[src/rtl/spi_slave.sv]
// ---------------------------------------------------------------------------
// spi_slave
//   SPI slave front end for a small RAM. It decodes a serial command word of
//   DATA_W+2 bits (2-bit opcode followed by an address or data byte) and
//   presents it in parallel with a one-cycle strobe. For a read-data command,
//   it serializes the byte that the RAM returns back onto MISO.
//
//   The SPI serial clock is the block clock. All logic runs on the rising edge.
//
// Ports
//   clk       in   single clock, also the SPI serial clock
//   rst_n     in   asynchronous active-low reset
//   SS_n      in   active-low slave select, low frames a transaction
//   MOSI      in   serial command/data in, MSB first
//   MISO      out  serial read data out, MSB first, registered
//   rx_data   out  [DATA_W+1:0] parallel command word, [DATA_W+1:DATA_W] opcode
//                  (00 wr-addr, 01 wr-data, 10 rd-addr, 11 rd-data)
//   rx_valid  out  one-cycle strobe qualifying rx_data
//   tx_data   in   [DATA_W-1:0] read byte returned by the RAM
//   tx_valid  in   qualifies tx_data, may be held high for several cycles
// ---------------------------------------------------------------------------
module spi_slave #(
  parameter int DATA_W = 8
) (
  input  logic              clk,
  input  logic              rst_n,
  input  logic              SS_n,
  input  logic              MOSI,
  output logic              MISO,
  output logic [DATA_W+1:0] rx_data,
  output logic              rx_valid,
  input  logic [DATA_W-1:0] tx_data,
  input  logic              tx_valid
);

  localparam int CW    = DATA_W + 2;
  localparam int CNT_W = $clog2(DATA_W + 2);

  // The body counter and the serializer counter both stop at DATA_W.
  localparam logic [CNT_W-1:0] LAST_CNT = CNT_W'(DATA_W);

  typedef enum logic [2:0] {
    IDLE      = 3'd0,
    CHK_CMD   = 3'd1,
    WRITE     = 3'd2,
    READ_ADD  = 3'd3,
    READ_DATA = 3'd4
  } state_t;

  state_t r_state;
  state_t w_nextState;

  // Command receive path
  logic [CW-2:0]      r_rxShift;
  logic [CNT_W-1:0]   r_bitCnt;
  logic               r_cmdDone;
  logic [CW-1:0]      r_rxData;
  logic               r_rxValid;

  // Remembers that a read address was delivered, so the next 1-prefixed
  // frame is treated as the read-data transfer.
  logic               r_rdAddrFlag;

  // Read-data serializer
  logic [DATA_W-1:0]  r_txShift;
  logic [CNT_W-1:0]   r_txCnt;
  logic               r_txBusy;
  logic               r_txDone;
  logic               r_miso;

  // Set once SS_n has been seen high after reset. A frame can only start
  // from a fresh SS_n falling edge, not from SS_n already low at release.
  logic               r_armed;

  logic               w_inBody;
  logic               w_shiftIn;
  logic               w_lastBit;
  logic               w_txCapture;

  assign MISO     = r_miso;
  assign rx_data  = r_rxData;
  assign rx_valid = r_rxValid;

  assign w_inBody    = (r_state == WRITE) || (r_state == READ_ADD) ||
                       (r_state == READ_DATA);
  assign w_shiftIn   = w_inBody && !r_cmdDone && !SS_n;
  assign w_lastBit   = w_shiftIn && (r_bitCnt == LAST_CNT);

  // The RAM byte is taken on the first tx_valid after the command word,
  // and never again within the same frame.
  assign w_txCapture = (r_state == READ_DATA) && r_cmdDone && !r_txBusy &&
                       !r_txDone && tx_valid && !SS_n;

  // State register
  always_ff @(posedge clk or negedge rst_n) begin
    if (!rst_n) begin
      r_state <= IDLE;
    end else begin
      r_state <= w_nextState;
    end
  end

  // Next-state decode. SS_n high returns to IDLE from any state. The body
  // states are left only that way, so bits after a completed word are ignored.
  always_comb begin
    w_nextState = r_state;
    case (r_state)
      IDLE: begin
        if (!SS_n && r_armed) begin
          w_nextState = CHK_CMD;
        end
      end
      CHK_CMD: begin
        if (!MOSI) begin
          w_nextState = WRITE;
        end else if (r_rdAddrFlag) begin
          w_nextState = READ_DATA;
        end else begin
          w_nextState = READ_ADD;
        end
      end
      WRITE, READ_ADD, READ_DATA: begin
        w_nextState = r_state;
      end
      default: begin
        w_nextState = IDLE;
      end
    endcase
    if (SS_n) begin
      w_nextState = IDLE;
    end
  end

  // Receive shifter and word strobe. CHK_CMD loads the opcode MSB. The body
  // states shift DATA_W+1 further bits. The final bit goes straight into
  // rx_data, so the word appears complete together with the strobe.
  always_ff @(posedge clk or negedge rst_n) begin
    if (!rst_n) begin
      r_rxShift    <= '0;
      r_bitCnt     <= '0;
      r_cmdDone    <= 1'b0;
      r_rxData     <= '0;
      r_rxValid    <= 1'b0;
      r_armed      <= 1'b0;
    end else begin
      r_rxValid <= 1'b0;
      if (SS_n) begin
        r_armed   <= 1'b1;
        r_rxShift <= '0;
        r_bitCnt  <= '0;
        r_cmdDone <= 1'b0;
      end else begin
        if (r_state == CHK_CMD) begin
          r_rxShift <= {{(CW-2){1'b0}}, MOSI};
        end
        if (w_shiftIn) begin
          if (w_lastBit) begin
            r_cmdDone <= 1'b1;
            r_rxValid <= 1'b1;
            r_rxData  <= {r_rxShift, MOSI};
          end else begin
            r_rxShift <= {r_rxShift[CW-3:0], MOSI};
            r_bitCnt  <= r_bitCnt + 1'b1;
          end
        end
      end
    end
  end

  // Read-address flag. It is set by a completed READ_ADD word and cleared
  // only after a full read byte has been shifted out. An aborted frame
  // leaves it as it was.
  always_ff @(posedge clk or negedge rst_n) begin
    if (!rst_n) begin
      r_rdAddrFlag <= 1'b0;
    end else if (!SS_n) begin
      if (w_lastBit && (r_state == READ_ADD)) begin
        r_rdAddrFlag <= 1'b1;
      end else if (r_txBusy && (r_txCnt == LAST_CNT)) begin
        r_rdAddrFlag <= 1'b0;
      end
    end
  end

  // MISO serializer. On the capture edge the MSB goes straight to the
  // registered MISO, and the remaining bits are held left-aligned. r_txCnt
  // counts bits already presented. When it reaches DATA_W, MISO returns to 0
  // and the serializer locks out until the frame ends.
  always_ff @(posedge clk or negedge rst_n) begin
    if (!rst_n) begin
      r_txShift <= '0;
      r_txCnt   <= '0;
      r_txBusy  <= 1'b0;
      r_txDone  <= 1'b0;
      r_miso    <= 1'b0;
    end else if (SS_n) begin
      r_txShift <= '0;
      r_txCnt   <= '0;
      r_txBusy  <= 1'b0;
      r_txDone  <= 1'b0;
      r_miso    <= 1'b0;
    end else if (w_txCapture) begin
      r_miso    <= tx_data[DATA_W-1];
      r_txShift <= {tx_data[DATA_W-2:0], 1'b0};
      r_txCnt   <= CNT_W'(1);
      r_txBusy  <= 1'b1;
    end else if (r_txBusy) begin
      if (r_txCnt == LAST_CNT) begin
        r_miso   <= 1'b0;
        r_txBusy <= 1'b0;
        r_txDone <= 1'b1;
      end else begin
        r_miso    <= r_txShift[DATA_W-1];
        r_txShift <= {r_txShift[DATA_W-2:0], 1'b0};
        r_txCnt   <= r_txCnt + 1'b1;
      end
    end
  end

endmodule

[config.mk]
export PLATFORM = sky130hd
export DESIGN_NAME = spi_slave
export DESIGN_NICKNAME = d
export VERILOG_FILES = /design/src/rtl/spi_slave.sv
export SDC_FILE = /design/constraint.sdc
export NUM_CORES = 1
export LEC_CHECK = 0
export BUFFER_PORTS_ARGS = -buffer_cell sky130_fd_sc_hd__buf_2
export CORE_ASPECT_RATIO = 0.9
export CORE_UTILIZATION = 45
export CTS_CLUSTER_SIZE = 25
export DETAILED_ROUTE_END_ITERATION = 7
export PLACE_DENSITY = 0.67
export SLEW_MARGIN = 10
export SYNTH_ARGS = -nofsm -noshare
export SYNTH_HDL_FRONTEND = slang
export SYNTH_SLANG_ARGS = --single-unit
[constraint.sdc]
create_clock -name clk -period 1.9 [get_ports clk]
set_input_delay 0.285 -clock clk [delete_from_list [all_inputs] [get_ports clk]]
set_output_delay 0.285 -clock clk [all_outputs]
set_load 0.02 [all_outputs]
==> results of run 1 <==
[through the flow]
stage,total power [mW],instances,utilization (%)
after floorplan,1.07,191,-
after global placement,1.15,276,53.8
final,1.84,285,56.8
after global routing,1.93,285,56.8
after detailed placement,1.15,276,53.8
after CTS,1.86,284,56.4
[registers in the layout, summed over array words and instances (netlist names)]
register and flops:
MISO 1, r_armed 1, r_bitCnt 4, r_cmdDone 1, r_rdAddrFlag 1, r_rxShift 9, r_state 3, r_txBusy 1
r_txCnt 4, r_txDone 1, r_txShift 7, rx_data 10, rx_valid 1
[layer usage]
metal,vias to the layer above,GRT usage (%),part of all wire (%)
li1,737,-,-
met1,716,26.1,51
met2,23,28.5,44
met3,7,4.60,2.9
met4,0,6.62,1.4
met5,-,0,0
[logic make-up (layout without fill, tap and decap cells)]
| logic type | after synthesis | in the layout | synth area share, % |
|---|---|---|---|
| xor gates and xnor gates | 4 | 4 | 1.72 |
| DFF | 44 | 44 | 54.2 |
| buffers and inverters | 19 | 53 | 4.06 |
| muxes | 15 | 15 | 8.44 |
| adders and majority gates | 4 | 4 | 2.46 |
| and+or+nand+nor | 66 | 66 | 16.3 |
| AOI/OAI and AO/OA | 39 | 39 | 12.9 |
[path summary, 6_finish.rpt]
kind | start | endpoint | slack (ps)
min in group clk | tx_data[0] | r_txShift[1] | 230
max in group asynchronous | rst_n | r_state[2] | 1460
worst max-delay path | r_state[2] | rx_data[7] | 70
worst max register to register | r_state[2] | rx_data[7] | 70
worst min register to register | r_armed | r_armed | 480
worst min-delay path | rst_n | MISO | 60
[synth_stat cells, types with 2 or more instances]
| cell type | count |
|---|---|
| dfrtp_1 | 44 |
| nand2_1 | 18 |
| a21oi_1 | 17 |
| nand3_1 | 14 |
| nor2_1 | 12 |
| a211oi_1 | 8 |
| clkbuf_1 | 8 |
| inv_1 | 8 |
| mux2i_1 | 7 |
| mux2_2 | 5 |
| nor3_1 | 5 |
| ha_1 | 4 |
| o21ai_0 | 4 |
| a31oi_1 | 3 |
| mux2_4 | 3 |
| nor2b_1 | 3 |
| nor3b_1 | 3 |
| xnor2_1 | 3 |
| a21o_1 | 2 |
| and2b_1 | 2 |
| nand2b_1 | 2 |
| nand3b_1 | 2 |
| nand4_1 | 2 |
| o211ai_1 | 2 |
[timing repair]
action | CTS | global route
gates resized for setup | 0 | 3
setup endpoints to repair | 0 | 17
setup buffers | 0 | 1
[power breakdown]
group          switching (mW)  internal (mW)  total [mW]  leakage, nW
Sequential            0.00957          0.952       0.962        0.598
Combinational           0.105         0.0615       0.167        0.496
Clock                   0.325          0.389       0.714       0.0541
[layout make-up]
cell class,count,area [um2]
Clock buffer,5,68.8
Clock inverter,3,42.5
Fill cell,387,1820
Inverter,8,30.0
Multi-Input combinational cell,128,848
Sequential cell,44,1100
Tap cell,60,75.1
Timing Repair Buffer,37,225
[critical path, cell delays in order, from the launching register on]
cell and delay, ps:
dfrtp_2 400, or3b_4 420, a2111oi_4 370, buf_6 190, mux2_2 330
[placed cells by master (no fill, tap or decap), types with 3 or more instances in the layout]
cell / synthesis / layout
buf_2: 0 / 24
ha_1: 4 / 4
buf_4: 1 / 11
nand2_1: 18 / 18
mux2_4: 3 / 3
nor2_1: 12 / 12
mux2_2: 5 / 5
mux2i_1: 7 / 7
dfrtp_1: 44 / 43
nand3_1: 14 / 14
o21ai_0: 4 / 4
a21oi_1: 17 / 17
a31oi_1: 3 / 3
inv_1: 8 / 8
clkbuf_8: 0 / 5
nor3_1: 5 / 5
nor2b_1: 3 / 3
xnor2_1: 3 / 3
nor3b_1: 3 / 3
a211oi_1: 8 / 8
==> metrics.txt, run 1 <==
status=finished clean; WL/cell=13.1 um; Routed Antenna Nets=0; DR vias=roughly 1500; Detailed Routing Iterations Pass 1=4; Synth cell types=34; Cell Pwr Density=approximately 770 nW/um2; Post-synth EDFFs=0; die width=72.8 um; post-placement cell area=2260 um2; area delta synth->final=17.7%; HP Class=primary input to asynchronous set/reset pin; CTS Buf Count=5; Arrival @ worst endpoint=2010 ps; unrepaired setup endpoints after global routing=false; Final Setup Violations=0; largest net degree at the start of global routing=45; GR Overflow Total=0; initial drt markers=113; initial antenna violation count=0; worst vdd ir=0.437 mV; GR Util All Layers=18.7%; die area=4790 um2; Reg2Reg Depth=4; max-cap check violation count=0; Root Buffer=clkbuf_8; Netlist Area Pre-Place=2030 um2; Worst setup SP type=register; drt total wl=3740 um; Max Clk Rate=0.547 GHz; Die Y=65.8 um; Vias/cell=5.20; Setup crit end kind=register; share of cells above drive strength 1=25.3%; fin crit period=1830 ps; Clock Latency Late Sink=300 ps; # diodes=0; worst setup margin=about 72 ps; Cells after Synth=~190; Initial Util=48.2%; largest cells by area after synthesis=dfrtp_1, a21oi_1, mux2i_1, nand3_1, nand2_1; Req. time, crit path=2080 ps; hold slack=55.7 ps; fraction of registers with async set/reset=100%; Yosys reg bits=44; CTS Sinks=44; vias in the first global route=1382; mean area per synthesized cell=between 10 and 15 um2; period utilization=96.2%; CTS Hold Bufs=0; kind of critical path=register to register; IO Pins=25; top cell type's share of synthesized area=54.2%; Yosys warnings=0; Slew HR=63.6%; core area=4210 um2; CP Max Fanout=6; clk buf depth=2; Yosys top cell by area=dfrtp_1; slew at the pin closest to its max-slew limit=546 ps; layout net count=241; IO buf count=24; Hold Fails Final Rpt=0; Slew Viols, Final=0; post-route cell area=around 2400 um2; dpl hpwl=2520 um; Reg clk slew, reported paths=80 ps; post-synthesis sequential area ratio=54.2%; first-pass GRT wire length=6700 um; ys flop type=dfrtp_1; row cnt=22; Sum Neg Setup Slack=0 ps; CTS tree=yes; Mapped Nets=208; dpl ws=57.6 ps; Pleak=between 1 and 1.5 nW; Setup Skew=4.31 ps; H-tree Lvls=2; Final Wtd Congestion=0.752; # DRC=0
No activity file was read; power rests on OpenSTA's default activity.
==> run 2, diff against run 1 <==
--- a/config.mk
+++ b/config.mk
@@ -6,11 +6,14 @@
 export NUM_CORES = 1
 export LEC_CHECK = 0
 export BUFFER_PORTS_ARGS = -buffer_cell sky130_fd_sc_hd__buf_2
+export CELL_PAD_IN_SITES_DETAIL_PLACEMENT = 0
+export CELL_PAD_IN_SITES_GLOBAL_PLACEMENT = 1
 export CORE_ASPECT_RATIO = 0.9
-export CORE_UTILIZATION = 45
+export CORE_MARGIN = 5
+export CORE_UTILIZATION = 37
 export CTS_CLUSTER_SIZE = 25
 export DETAILED_ROUTE_END_ITERATION = 7
-export PLACE_DENSITY = 0.67
+export PLACE_DENSITY_LB_ADDON = 0.1
 export SLEW_MARGIN = 10
 export SYNTH_ARGS = -nofsm -noshare
 export SYNTH_HDL_FRONTEND = slang
==> run 2 against run 1 <==
Against the previous run:
- design area increased by 1.8%
- combinational power increased by 7%
- worst setup slack improved by 32 ps
- register-to-register slack improved by 30 ps
- via count increased by 2.3%
- routed wire length increased by 14%
- global-route usage decreased by 5.7 points
- non-clock buffer count increased by 2
- sequential power about the same
- core utilization decreased by 11 points
- largest cell class unchanged
- largest power group unchanged
- highest routed layer unchanged
==> metrics.txt, run 2 (same netlist as run 1, synthesis figures left out) <==
Max Clk Rate=0.557 GHz (+1.8%); commonest non-fill, non-tap cells in the layout=dfrtp_1, buf_2, nand2_1; CP Max Fanout=9 (+3); HP Class=primary input to register; kind of critical path=register to register; Final Wtd Congestion=0.812 (+8.0%); vias in the first global route=1530 (+11%); FF/Latch Area=1100 um2 (-0.11%); Final Setup Violations=0 (unchanged); Int Pwr=1.45 mW (+3.4%); Cell Pwr Density=777 nW/um2 (+0.92%); initial drt markers=35 (-69%); Sw Pwr=0.443 mW (+0.80%); most common cell after layout, fill and taps aside=dfrtp_1; Detailed Routing Iterations Pass 1=4 (unchanged); Setup Skew=9.32 ps (+5.01 ps); IO Pins=25 (unchanged); dpl hpwl=2900 um (+15%); Routed Antenna Nets=0 (unchanged); Worst setup SP type=register; Arrival @ worst endpoint=1980 ps (-30 ps); Setup crit end kind=register; Multi-input gate area=848 um2 (unchanged); Net Sw Frac=23.4% (-0.46 points); row cnt=25 (+14%); max reg flops=10 (unchanged); Fill cells=524 (+35%); Hold Fails Final Rpt=0 (unchanged); Post-Place Cells=283 (+2.5%); Sum Neg Setup Slack=0 ps (unchanged); # diodes=0 (unchanged); slew at the pin closest to its max-slew limit=537 ps (-8.57 ps); Initial Util=38.4% (-9.8 points); period utilization=94.5% (-1.7 points); first-pass GRT wire length=7260 um (+8.3%); max-cap check violation count=0 (unchanged); Die Y=80.3 um (+22%); Reg2Reg Depth=4 (unchanged); CTS Buf Count=5 (unchanged); die width=88.1 um (+21%); Clock Latency Late Sink=290 ps (about the same); initial antenna violation count=0 (unchanged); drt total wl=4250 um (+14%); WL/cell=14.4 um (+10%); GR Overflow Total=0 (unchanged); Non-Filler Instances=294 (+3.2%); Slew HR=64.2% (+0.57 points); share of cells above drive strength 1=25.1% (-0.22 points); Vias/cell=5.16 (-0.84%); IO buf count=24 (unchanged); Seq pwr share=50.9% (-1.3 points); unrepaired setup endpoints after global routing=false; fin crit period=1800 ps (-31.8 ps); Req. time, crit path=2080 ps (about the same); GR Util All Layers=13.0% (-5.7 points); Worst Hold Depth=3; layout net count=243 (+0.83%); CTS tree=yes; clk buf depth=2 (unchanged); Slew Viols, Final=0 (unchanged); CTS Sinks=44 (unchanged); Reg clk slew, reported paths=90 ps (about the same); Pleak=1.17 nW (+1.9%); H-tree Lvls=2 (unchanged); core area=5290 um2 (+26%); worst vdd ir=0.498 mV (+14%); Root Buffer=clkbuf_8; status=finished clean; # DRC=0 (unchanged); Clk network pwr share=39.7% (+1.0 points); die area=7080 um2 (+48%); largest net degree at the start of global routing=33 (-27%); DR vias=1517 (+2.3%); area delta synth->final=19.9%; Comb pwr share=9.5% (+0.5 points)
## run 2: worst max-delay path: stages (launching register included)
cell	delay [ps]
dfrtp_1	390
or3b_4	410
a2111oi_4	350
buf_6	200
mux2_2	340
## run 2: area by class of cell
cell class	instances	share of cell area, %
Sequential cell	44	45.2
Clock buffer	6	3.39
Inverter	8	1.23
Clock inverter	2	1.59
Timing Repair Buffer	39	10.3
Tap cell	67	3.44
Multi-Input combinational cell	128	34.8
## run 2: power by group through the flow
stage | Sequential, mW | Clock (mW) | Combinational (mW)
3_3_place_gp | 0.981 | 0 | 0.169
2_1_floorplan | 0.989 | 0 | 0.0814
5_1_grt | 0.965 | 0.822 | 0.203
6_report | 0.963 | 0.751 | 0.179
4_1_cts | 0.963 | 0.782 | 0.176
3_5_place_dp | 0.981 | 0 | 0.172
## run 2: path summary, 6_finish.rpt
check                      startpoint           end  slack [ps]
max                        r_state[2]    rx_data[6]         100
max in group asynchronous       rst_n  r_rxShift[0]         880
max reg2reg                r_state[2]    rx_data[6]         100
min                        tx_data[0]  r_txShift[1]         250
min in group asynchronous       rst_n       r_armed         500
min reg2reg                   r_armed       r_armed         470
## run 2: layer usage
metal / wire [um] / global-route usage [%] / vias up / share of wire, %
met5: 0 / 0 / - / 0
met4: 48 / 3.32 / 0 / 1.1
met3: 154 / 3.18 / 6 / 3.6
met2: 1900 / 20.6 / 28 / 45
met1: 2140 / 18.0 / 741 / 50
li1: - / - / 742 / -
## run 2: through the flow
stage	instance area, um2	hold slack, ps	power, mW	setup slack, ps	util [%]
final	2440	246	1.89	104	46.1
after global routing	2440	254	1.99	39.4	46.1
after CTS	2420	236	1.92	25.7	45.7
after detailed placement	2290	296	1.15	43.9	43.2
after global placement	2290	288	1.15	88.5	43.2
after floorplan	2030	-10.6	1.07	12.1	-
## run 2: what timing repair did
item                                   4_1_cts  5_1_grt
setup buffers                                0        2
resized for setup                            0        1
hold buffers                                 1        0
setup endpoints to repair                    0       17
endpoints found under the hold margin       21        0
